<file path="src/rtl/sobel_pkg.sv">
`default_nettype none
// ============================================================================
// Module      : sobel_pkg
// Description : Raster constants and shared types for the Sobel pixel path.
// Revision    : 1.0 - initial release
// ============================================================================
package sobel_pkg;

    localparam int H_ACT   = 640;
    localparam int H_FP    = 16;
    localparam int H_SYNC  = 96;
    localparam int H_BP    = 48;
    localparam int H_TOTAL = H_ACT + H_FP + H_SYNC + H_BP;

    localparam int V_ACT   = 480;
    localparam int V_FP    = 10;
    localparam int V_SYNC  = 2;
    localparam int V_BP    = 29;
    localparam int V_TOTAL = V_ACT + V_FP + V_SYNC + V_BP;

    localparam int ADDR_W  = 19;
    localparam int PIX_W   = 8;
    localparam int FCNT_W  = 16;

    // Per-cycle raster flags carried through the read-latency alignment pipe
    typedef struct packed {
        logic active;
        logic hs;
        logic vs;
        logic sof;
        logic eol;
        logic boundary;
    } raster_flags_t;

endpackage
`default_nettype wire

</file>
<file path="src/rtl/frame_stream_source_if.sv">
`default_nettype none
// ============================================================================
// Module      : frame_stream_source_if
// Description : Frame-memory read port plus outgoing pixel stream.
// Revision    : 1.0 - initial release
// ============================================================================
interface frame_stream_source_if;
    import sobel_pkg::*;

    logic                mem_rd;
    logic [ADDR_W-1:0]   mem_addr;
    logic [PIX_W-1:0]    mem_data;
    logic [PIX_W-1:0]    pix_data;
    logic                pix_valid;
    logic                hs;
    logic                vs;
    logic                sof;
    logic                eol;
    logic                frame_done;
    logic [FCNT_W-1:0]   frame_cnt;

    modport master (
        output mem_rd, mem_addr, pix_data, pix_valid, hs, vs,
               sof, eol, frame_done, frame_cnt,
        input  mem_data
    );

    modport slave (
        input  mem_rd, mem_addr, pix_data, pix_valid, hs, vs,
               sof, eol, frame_done, frame_cnt,
        output mem_data
    );

endinterface
`default_nettype wire

</file>
<file path="src/rtl/frame_stream_source_raster_counter.sv">
`default_nettype none
// ============================================================================
// Module      : raster_counter
// Description : h/v raster counters with raw active/sync/marker decode.
// Revision    : 1.0 - initial release
// ============================================================================
module raster_counter #(
    parameter int H_ACT  = sobel_pkg::H_ACT,
    parameter int H_FP   = sobel_pkg::H_FP,
    parameter int H_SYNC = sobel_pkg::H_SYNC,
    parameter int H_BP   = sobel_pkg::H_BP,
    parameter int V_ACT  = sobel_pkg::V_ACT,
    parameter int V_FP   = sobel_pkg::V_FP,
    parameter int V_SYNC = sobel_pkg::V_SYNC,
    parameter int V_BP   = sobel_pkg::V_BP
) (
    input  wire logic clk,
    input  wire logic rst,
    input  wire logic i_run,
    output logic      o_active,
    output logic      o_hs,
    output logic      o_vs,
    output logic      o_sof,
    output logic      o_eol,
    output logic      o_last
);
    import sobel_pkg::*;

    localparam int c_h_total = H_ACT + H_FP + H_SYNC + H_BP;
    localparam int c_v_total = V_ACT + V_FP + V_SYNC + V_BP;
    localparam int c_hw      = $clog2(c_h_total);
    localparam int c_vw      = $clog2(c_v_total);

    localparam logic [c_hw-1:0] c_h_act  = c_hw'(H_ACT);
    localparam logic [c_hw-1:0] c_h_eol  = c_hw'(H_ACT - 1);
    localparam logic [c_hw-1:0] c_hs_beg = c_hw'(H_ACT + H_FP);
    localparam logic [c_hw-1:0] c_hs_end = c_hw'(H_ACT + H_FP + H_SYNC);
    localparam logic [c_hw-1:0] c_h_last = c_hw'(c_h_total - 1);
    localparam logic [c_vw-1:0] c_v_act  = c_vw'(V_ACT);
    localparam logic [c_vw-1:0] c_vs_beg = c_vw'(V_ACT + V_FP);
    localparam logic [c_vw-1:0] c_vs_end = c_vw'(V_ACT + V_FP + V_SYNC);
    localparam logic [c_vw-1:0] c_v_last = c_vw'(c_v_total - 1);

    logic [c_hw-1:0] h_cnt_q, h_cnt_d;
    logic [c_vw-1:0] v_cnt_q, v_cnt_d;

    // Counters sit at 0 while not running so a new frame always starts at (0,0)
    always_comb begin
        h_cnt_d = h_cnt_q;
        v_cnt_d = v_cnt_q;
        if (!i_run) begin
            h_cnt_d = '0;
            v_cnt_d = '0;
        end else if (h_cnt_q == c_h_last) begin
            h_cnt_d = '0;
            v_cnt_d = (v_cnt_q == c_v_last) ? '0 : v_cnt_q + 1'b1;
        end else begin
            h_cnt_d = h_cnt_q + 1'b1;
        end
    end

    always_ff @(posedge clk) begin
        if (rst) begin
            h_cnt_q <= '0;
            v_cnt_q <= '0;
        end else begin
            h_cnt_q <= h_cnt_d;
            v_cnt_q <= v_cnt_d;
        end
    end

    assign o_active = (h_cnt_q < c_h_act) && (v_cnt_q < c_v_act);
    assign o_hs     = (h_cnt_q >= c_hs_beg) && (h_cnt_q < c_hs_end);
    assign o_vs     = (v_cnt_q >= c_vs_beg) && (v_cnt_q < c_vs_end);
    assign o_sof    = (h_cnt_q == '0) && (v_cnt_q == '0);
    assign o_eol    = (h_cnt_q == c_h_eol) && (v_cnt_q < c_v_act);
    assign o_last   = (h_cnt_q == c_h_last) && (v_cnt_q == c_v_last);

endmodule
`default_nettype wire

</file>
<file path="src/rtl/frame_stream_source.sv">
`default_nettype none
// ============================================================================
// Module      : frame_stream_source
// Description : Streams a stored greyscale frame into the Sobel pipeline raster.
// Revision    : 1.0 - initial release
// ============================================================================
module frame_stream_source #(
    parameter int   H_ACT    = sobel_pkg::H_ACT,
    parameter int   H_FP     = sobel_pkg::H_FP,
    parameter int   H_SYNC   = sobel_pkg::H_SYNC,
    parameter int   H_BP     = sobel_pkg::H_BP,
    parameter int   V_ACT    = sobel_pkg::V_ACT,
    parameter int   V_FP     = sobel_pkg::V_FP,
    parameter int   V_SYNC   = sobel_pkg::V_SYNC,
    parameter int   V_BP     = sobel_pkg::V_BP,
    parameter int   RD_LAT   = 1,
    parameter logic SYNC_POL = 1'b0
) (
    input  wire logic              clk,
    input  wire logic              rst,
    input  wire logic              en,
    frame_stream_source_if.master  fss
);
    import sobel_pkg::*;

    localparam logic [0:0] S_IDLE = 1'b0;
    localparam logic [0:0] S_RUN  = 1'b1;

    localparam logic [ADDR_W-1:0] c_last_addr = ADDR_W'(H_ACT * V_ACT - 1);

    logic [0:0]          state_q, state_d;
    logic [ADDR_W-1:0]   mem_addr_q, mem_addr_d;
    logic [FCNT_W-1:0]   frame_cnt_q, frame_cnt_d;
    raster_flags_t       stage_q [RD_LAT];
    raster_flags_t       stage_d [RD_LAT];

    logic                w_run;
    logic                w_active, w_hs, w_vs, w_sof, w_eol, w_last;
    raster_flags_t       w_raw;
    raster_flags_t       w_out;

    assign w_run = (state_q == S_RUN);

    raster_counter #(
        .H_ACT (H_ACT),  .H_FP (H_FP),  .H_SYNC (H_SYNC),  .H_BP (H_BP),
        .V_ACT (V_ACT),  .V_FP (V_FP),  .V_SYNC (V_SYNC),  .V_BP (V_BP)
    ) u_raster (
        .clk      (clk),
        .rst      (rst),
        .i_run    (w_run),
        .o_active (w_active),
        .o_hs     (w_hs),
        .o_vs     (w_vs),
        .o_sof    (w_sof),
        .o_eol    (w_eol),
        .o_last   (w_last)
    );

    // en only matters when leaving IDLE or at the last raster cycle of a frame
    always_comb begin
        state_d = state_q;
        case (state_q)
            S_IDLE:  if (en) state_d = S_RUN;
            S_RUN:   if (w_last && !en) state_d = S_IDLE;
            default: state_d = S_IDLE;
        endcase
    end

    // Address wraps after the final active pixel so it never leaves the frame
    always_comb begin
        mem_addr_d = mem_addr_q;
        if (w_run && w_active)
            mem_addr_d = (mem_addr_q == c_last_addr) ? '0 : mem_addr_q + 1'b1;
        if (w_run && w_last)
            mem_addr_d = '0;
    end

    always_comb begin
        w_raw = '{active: w_active, hs: w_hs, vs: w_vs,
                  sof: w_sof, eol: w_eol, boundary: w_last};
        stage_d[0] = w_run ? w_raw : '0;
        for (int i = 1; i < RD_LAT; i++)
            stage_d[i] = stage_q[i-1];
        // Count lands on the same edge frame_done appears at the output
        frame_cnt_d = frame_cnt_q + FCNT_W'(stage_d[RD_LAT-1].boundary);
    end

    always_ff @(posedge clk) begin
        if (rst) begin
            state_q     <= S_IDLE;
            mem_addr_q  <= '0;
            frame_cnt_q <= '0;
            for (int i = 0; i < RD_LAT; i++)
                stage_q[i] <= '0;
        end else begin
            state_q     <= state_d;
            mem_addr_q  <= mem_addr_d;
            frame_cnt_q <= frame_cnt_d;
            for (int i = 0; i < RD_LAT; i++)
                stage_q[i] <= stage_d[i];
        end
    end

    assign w_out = stage_q[RD_LAT-1];

    assign fss.mem_rd     = w_run && w_active;
    assign fss.mem_addr   = mem_addr_q;
    assign fss.pix_valid  = w_out.active;
    assign fss.pix_data   = w_out.active ? fss.mem_data : '0;
    assign fss.hs         = w_out.hs ? SYNC_POL : ~SYNC_POL;
    assign fss.vs         = w_out.vs ? SYNC_POL : ~SYNC_POL;
    assign fss.sof        = w_out.sof;
    assign fss.eol        = w_out.eol;
    assign fss.frame_done = w_out.boundary;
    assign fss.frame_cnt  = frame_cnt_q;

endmodule
`default_nettype wire

</file>
<file path="src/flat_wrapper.sv">
// flat-port wrapper written by rule: the top's interface ports become plain ports
module frame_stream_source_flat import sobel_pkg::*;
#(
    parameter int   H_ACT    = sobel_pkg::H_ACT,
    parameter int   H_FP     = sobel_pkg::H_FP,
    parameter int   H_SYNC   = sobel_pkg::H_SYNC,
    parameter int   H_BP     = sobel_pkg::H_BP,
    parameter int   V_ACT    = sobel_pkg::V_ACT,
    parameter int   V_FP     = sobel_pkg::V_FP,
    parameter int   V_SYNC   = sobel_pkg::V_SYNC,
    parameter int   V_BP     = sobel_pkg::V_BP,
    parameter int   RD_LAT   = 1,
    parameter logic SYNC_POL = 1'b0
)
  (clk, rst, en, fss_mem_rd, fss_mem_addr, fss_pix_data, fss_pix_valid, fss_hs, fss_vs, fss_sof, fss_eol, fss_frame_done, fss_frame_cnt, fss_mem_data);
  frame_stream_source_if fss_i ();
  input  wire logic clk;
  input  wire logic rst;
  input  wire logic en;
  output wire logic [$bits(fss_i.mem_rd)-1:0] fss_mem_rd;
  output wire logic [$bits(fss_i.mem_addr)-1:0] fss_mem_addr;
  output wire logic [$bits(fss_i.pix_data)-1:0] fss_pix_data;
  output wire logic [$bits(fss_i.pix_valid)-1:0] fss_pix_valid;
  output wire logic [$bits(fss_i.hs)-1:0] fss_hs;
  output wire logic [$bits(fss_i.vs)-1:0] fss_vs;
  output wire logic [$bits(fss_i.sof)-1:0] fss_sof;
  output wire logic [$bits(fss_i.eol)-1:0] fss_eol;
  output wire logic [$bits(fss_i.frame_done)-1:0] fss_frame_done;
  output wire logic [$bits(fss_i.frame_cnt)-1:0] fss_frame_cnt;
  input wire logic [$bits(fss_i.mem_data)-1:0] fss_mem_data;
  assign fss_mem_rd = fss_i.mem_rd;
  assign fss_mem_addr = fss_i.mem_addr;
  assign fss_pix_data = fss_i.pix_data;
  assign fss_pix_valid = fss_i.pix_valid;
  assign fss_hs = fss_i.hs;
  assign fss_vs = fss_i.vs;
  assign fss_sof = fss_i.sof;
  assign fss_eol = fss_i.eol;
  assign fss_frame_done = fss_i.frame_done;
  assign fss_frame_cnt = fss_i.frame_cnt;
  assign fss_i.mem_data = fss_mem_data;
  frame_stream_source #(.H_ACT(H_ACT), .H_FP(H_FP), .H_SYNC(H_SYNC), .H_BP(H_BP), .V_ACT(V_ACT), .V_FP(V_FP), .V_SYNC(V_SYNC), .V_BP(V_BP), .RD_LAT(RD_LAT), .SYNC_POL(SYNC_POL)) u_core (.clk(clk), .rst(rst), .en(en), .fss(fss_i));
endmodule
</file>
<file path="config.mk">
export PLATFORM = sky130hd
export DESIGN_NAME = frame_stream_source_flat
export DESIGN_NICKNAME = d
export VERILOG_FILES = /design/src/rtl/sobel_pkg.sv /design/src/rtl/frame_stream_source_if.sv /design/src/rtl/frame_stream_source_raster_counter.sv /design/src/rtl/frame_stream_source.sv /design/src/flat_wrapper.sv
export SDC_FILE = /design/constraint.sdc
export NUM_CORES = 1
export LEC_CHECK = 0
export CAP_MARGIN = 30
export CORE_MARGIN = 1.5
export CORE_UTILIZATION = 55
export DETAILED_ROUTE_END_ITERATION = 10
export MAX_ROUTING_LAYER = met4
export PLACE_DENSITY = 0.85
export SYNTH_ARGS = -nofsm -noshare
export SYNTH_HDL_FRONTEND = slang
export SYNTH_SLANG_ARGS = --single-unit
</file>
<file path="constraint.sdc">
create_clock -name clk -period 5.58 [get_ports clk]
set_clock_uncertainty 0.15 [all_clocks]
set_input_delay 1.116 -clock clk [delete_from_list [all_inputs] [get_ports clk]]
set_output_delay 1.116 -clock clk [all_outputs]
set_load 0.02 [all_outputs]
</file>
# Word-level counts from Yosys, hierarchy flattened
# Memory sizes are Yosys's and may differ from the RTL's.
# Index checks and enable logic that the tools add are counted.
[classes] addsub=4 magnitude_cmp=6 eq_ne=4 n_mux=14 bitwise=1 reduce_logical=16
[ops] operator="== test 10 bit (second input constant)" n=3
[ops] operator="adder 10 x 1 -> 10 bit (second input constant)" n=2
[ops] operator="zero test 10 bit" n=2
[ops] operator="< comparator 10 bit (second input constant)" n=2
[ops] operator="< comparator 10 x 9 -> 1 bit (second input constant)" n=2
[ops] operator="adder 19 x 1 -> 19 bit (second input constant)" n=1
[ops] operator="== test 19 bit (second input constant)" n=1
[ops] operator="two-way mux 19 bit" n=1
[ops] operator="adder 16 x 1 -> 16 bit" n=1
[ops] operator="two-way mux 6 bit" n=2
[ops] operator="greater-or-equal comparator 10 bit (second input constant)" n=1
[ops] operator="greater-or-equal comparator 10 x 9 -> 1 bit (second input constant)" n=1
[ops] operator="two-way mux 10 bit" n=1
[ops] operator="logical AND 1 bit" n=9
[ops] operator="two-way mux 1 bit" n=8
[ops] operator="two-way mux 8 bit" n=1
[ops] operator="OR reduction 6 bit" n=1
[ops] operator="OR reduction 2 bit" n=2
[ops] operator="OR reduction 3 bit" n=1
[ops] operator="one-hot mux 1 bit (2 select lines)" n=1
[ops] operator="zero test 1 bit" n=1
[ops] operator="inverter 1 bit" n=1
[word_totals] reg_bits=56 ramBits=6 out_inout_bits=50 elab_cells=51 mem_count=1
[memory_table] memory="u_core.stage_q" depth=1 width=6 read_ports=1 rd_clocked_by_memory_dff=0 write_ports=1 line="frame_stream_source.sv:34" source="raster_flags_t stage_q [RD_LAT];"

# Longest topological paths before layout
[logic_depth] ltp_word=5 depth_mapped=12 mapped_depth_nobuf=11

# Modules after synthesis
# Synthesis repeated with hierarchy kept, for this count alone.
[hier_totals] hier_cells=351 hier_area_um2=2992.9
[by_module_without_submodules] mod="frame_stream_source" instances=1 cells_each=213 area_each_um2=1853.0 seq_area_each_um2=840.8
[by_module_without_submodules] mod="raster_counter" instances=1 cells_each=138 area_each_um2=1139.8 seq_area_each_um2=400.4

# Least setup slack after synthesis
# Ideal clock, no wire load.
[synth_timing] path_type="reg-to-reg" from="reg u_core.u_raster.h_cnt_q[0]" to="reg u_core.frame_cnt_q[14] (netlist: u_core.fss.frame_cnt[14])" setup_ns=0.128 arrival_time_ns=2.436 required_time_ns=5.302 setup_slack_ns=2.866 path_stages_with_launch=13 n_path_buf=1 period_less_slack_ns=2.714 path_cell_list="dfxtp_1 > ha_1 > and4_1 > and4b_1 > buf_2 > inv_1 > nor3_1 > ha_1 > ha_1 > and3_1 > nor2b_1 > xnor2_1 > nor2_1"
[synth_rtl] element="start, declared" line="frame_stream_source_raster_counter.sv:44" source="logic [c_hw-1:0] h_cnt_q, h_cnt_d;"
[synth_rtl] element="start signal, assigned" line="frame_stream_source_raster_counter.sv:67" source="h_cnt_q <= h_cnt_d;"
[synth_rtl] element="end signal, assigned" line="frame_stream_source.sv:98" source="frame_cnt_q <= frame_cnt_d;"
[synth_rtl] element="end, declared" line="frame_stream_source.sv:33" source="logic [FCNT_W-1:0] frame_cnt_q, frame_cnt_d;"

# Final worst setup path
[layout_timing] from="in fss_mem_data[5]" to="out fss_pix_data[5]"
[layout_via] elab_chain_len=1
[layout_rtl] element="start, declared" line="flat_wrapper.sv:30" source="input wire logic [$bits(fss_i.mem_data)-1:0] fss_mem_data;"
[layout_rtl] element="two-way mux 8 bit" line="frame_stream_source.sv:109" source="assign fss.pix_data = w_out.active ? fss.mem_data : '0;"
[layout_rtl] element="end, declared" line="flat_wrapper.sv:22" source="output wire logic [$bits(fss_i.pix_data)-1:0] fss_pix_data;"
# No other way between the ends.

==> summary.txt <==
Clock tree
  • CTS Sinks: 62
  • CTS Buf Count: 9
  • Post-CTS resize count: 0
  • CTS tree: done
  • Clock tree buffer depth: 2
  • H-tree depth: 3
  • Hold Buf Count CTS: 0
  • Post-CTS Setup Bufs: 0
  • Worst-path clk slew: around 0.06 ns
  • Worst skew pair latency: 0.34 ns
  • Clk root buf: clkbuf_8

Setup path
  • Critical Path Source Type: input port
  • Critical path class: input port to output port
  • CP required: ~4.3 ns
  • Slowest stage cell, crit path: clkdlybuf4s50_1
  • Critical-path cell list: clkdlybuf4s50_1 -> and2_1 -> clkdlybuf4s50_1
  • Crit path top cell by count: clkdlybuf4s50_1
  • Setup crit end kind: output port
  • CP Max Fanout: 1
  • Slowest stage delay, CP: between 0.6 and 0.7 ns
  • Signal arrival time at the worst endpoint: between 2 and 2.5 ns

Final layout
  • Syn-to-layout area delta: 29.7%
  • Fin nets: between 400 and 500
  • ANT cells: 0
  • Share of cells above drive strength 1: 0.0689
  • Post-route cell area: around 0.0038 mm²

Run status
  • Outcome: complete, no violations

STA
  • Tightest Pin Transition: about 0.79 ns
  • Fin Setup TNS: 0 ns
  • # setup viols final: 0
  • Slew Viols, Final: 0
  • Rel. slew slack: 0.470
  • Final worst-path cycle share: 0.638
  • Final hold violation count: 0
  • Fin crit period: 3.56 ns
  • RSZ-0062 raised after global routing: no
  • Max Clock Freq: 281 MHz

Floorplanning
  • Ports: 61
  • Core Box Area: just over 0.005 mm²
  • Die H: 75.6 µm
  • Initial Util: 0.567
  • Die Wd: ~76 µm
  • Rows: 26
  • DIE AREA: 0.00571 mm²

GRT
  • Total gr overflow: 0
  • Largest net degree at the start of global routing: 21
  • Initial antenna violation count: 0
  • Total GRT Usage: 0.245
  • First-pass GRT wire length: 10300 µm
  • Vias in the first global route: between 2000 and 2500

Placed design
  • # port buffers: 60
  • Final GP Congestion: 0.811
  • HPWL Detailed: between 4000 and 5000 µm
  • Post-DP Area: roughly 0.0035 mm²

Routing
  • Post-DR vias/cell: ~5.4
  • DR iter-0 viols: 154
  • Post-DRT Antenna Nets: 0
  • Total wire length: roughly 6300 µm
  • DR pass1 iterations: 5
  • Via count: about 2500
  • Wire per inst: roughly 14 µm
  • # DRC: 0

Synthesis
  • Synth area leader: dfxtp_1
  • Yosys reg bits: just over 60
  • Ys flop type: dfxtp_1
  • Async S/R FF share, synth: 0
  • Register area share after synthesis: 0.428
  • Synth top area cells: dfxtp_1, xor2_1, nor2_1
  • Synth Instances: 328
  • Synthesized area: 0.00290 mm²
  • Yosys Warn Count: 0
  • Post-synthesis average cell area: ~8.8 µm²
  • Netlist cell types: 41
  • Post-synth EDFFs: 0
  • Net Count, Synth: approximately 350
  • Yosys top cell area share: 0.428

Power and ir drop
  • Leak: 0.00136 µW
  • P per Cell Area: between 200 and 300 mW/mm²
  • Maximum VDD drop: ~0.19 mV
  • Net switching power: between 200 and 250 µW
  • Part of the power in registers: 0.471
  • Switching share of power: 0.210
  • Internal Power: 758 µW
  • Gate power share: 0.054
  • Clk pwr share: 0.475

Worst hold path
  • Worst min path class: flip-flop to flip-flop

Flow run
  • Max-cap violation count: 0
## critical path, delay by kind of cell
family / cells / cell delay (ns)
buf+inv: 2 / 1.06
simple gates: 1 / 0.12
## power by group through the flow
stage | Sequential (µW) | Clock, µW | Combinational (µW)
after global routing | 453 | 477 | 56.4
final | 452 | 456 | 51.5
after CTS | 452 | 460 | 51.8
after global placement | 462 | 0 | 51.0
after detailed placement | 462 | 0 | 51.6
after floorplan | 464 | 0 | 26.8
## placed cells by master, fill, tap and decap left out, drive strengths merged, types with 2 or more instances in the layout
master | Yosys | final
nor3 | 13 | 13
ha | 8 | 8
or3 | 3 | 3
clkbuf | 5 | 13
and3 | 10 | 10
xor2 | 27 | 27
and2 | 9 | 9
nor2b | 4 | 4
nand2 | 20 | 20
bufinv | 0 | 2
and4 | 6 | 6
nand4b | 2 | 2
or4b | 2 | 2
nand2b | 3 | 3
o21ai | 5 | 5
dfxtp | 62 | 62
nor2 | 56 | 56
nand4 | 15 | 15
nand3 | 18 | 18
xnor2 | 19 | 19
a21oi | 4 | 4
inv | 11 | 11
clkdlybuf4s50 | 0 | 60
nor4 | 9 | 9
## sequential cells by signal (all words and copies together) (netlist names)
| name | flops |
|---|---|
| u_core.u_raster.h_cnt_q | 10 |
| u_core.state_q | 1 |
| u_core.fss.frame_cnt | 16 |
| u_core.stage_q | 6 |
| u_core.u_raster.v_cnt_q | 10 |
| u_core.fss.mem_addr | 19 |
## synthesized netlist by cell type, types with 6 or more instances
cell	n
dfxtp_1	62
nor2_1	54
xor2_1	27
nand2_1	20
xnor2_1	19
nand3_1	17
nand4_1	13
nor3_1	13
inv_1	11
and3_1	10
and2_1	9
ha_1	8
nor4_1	7
buf_2	6
## layer usage
layer / vias up / GRT usage / wire [µm]
met5: - / - / 0
met4: 0 / 0.137 / 173
met3: 23 / 0.0423 / 358
met2: 97 / 0.397 / 3000
met1: 1160 / 0.288 / 2760
li1: 1233 / - / -
## path summary, 6_finish.rpt
check	depth (start not counted)	to	startpoint	slack, ns
worst min register to register	1	u_core.u_raster.h_cnt_q[0]	u_core.u_raster.h_cnt_q[0]	0.31
worst max register to register	11	u_core.fss.frame_cnt[14]	u_core.u_raster.h_cnt_q[0]	2.26
worst min-delay path	1	u_core.u_raster.h_cnt_q[0]	u_core.u_raster.h_cnt_q[0]	0.31
worst max-delay path	3	fss_pix_data[5]	fss_mem_data[5]	2.02
## layout make-up
class | instances | area [µm²]
clock inverters | 3 | 65.1
flip-flops and latches | 62 | 1240
repair buffers | 60 | 601
well taps | 70 | 87.6
fillers | 389 | 1350
inverters | 11 | 41.3
multi-input cells | 243 | 1560
clock buffers | 13 | 169
## stage by stage
step	std cells	util	setup slack, ns	hold WS (ns)	total power (µW)
2_1_floorplan	328	-	2.87	0.280	491
3_3_place_gp	446	0.690	2.01	0.296	513
3_5_place_dp	446	0.690	2.01	0.302	514
4_1_cts	462	0.736	2.01	0.317	964
5_1_grt	462	0.736	1.94	0.333	986
6_report	462	0.736	2.02	0.314	960
## kinds of logic (layout without fill, tap and decap cells)
kind of cell,Yosys count,after routing,share of synthesized area
simple gates,175,175,0.334
flops,62,62,0.428
xor+xnor,46,46,0.139
buf+inv,23,87,0.0350
compound gates,14,14,0.0294
fa+ha+maj,8,8,0.0345
Note: power is estimated with default switching activity, not from simulation.
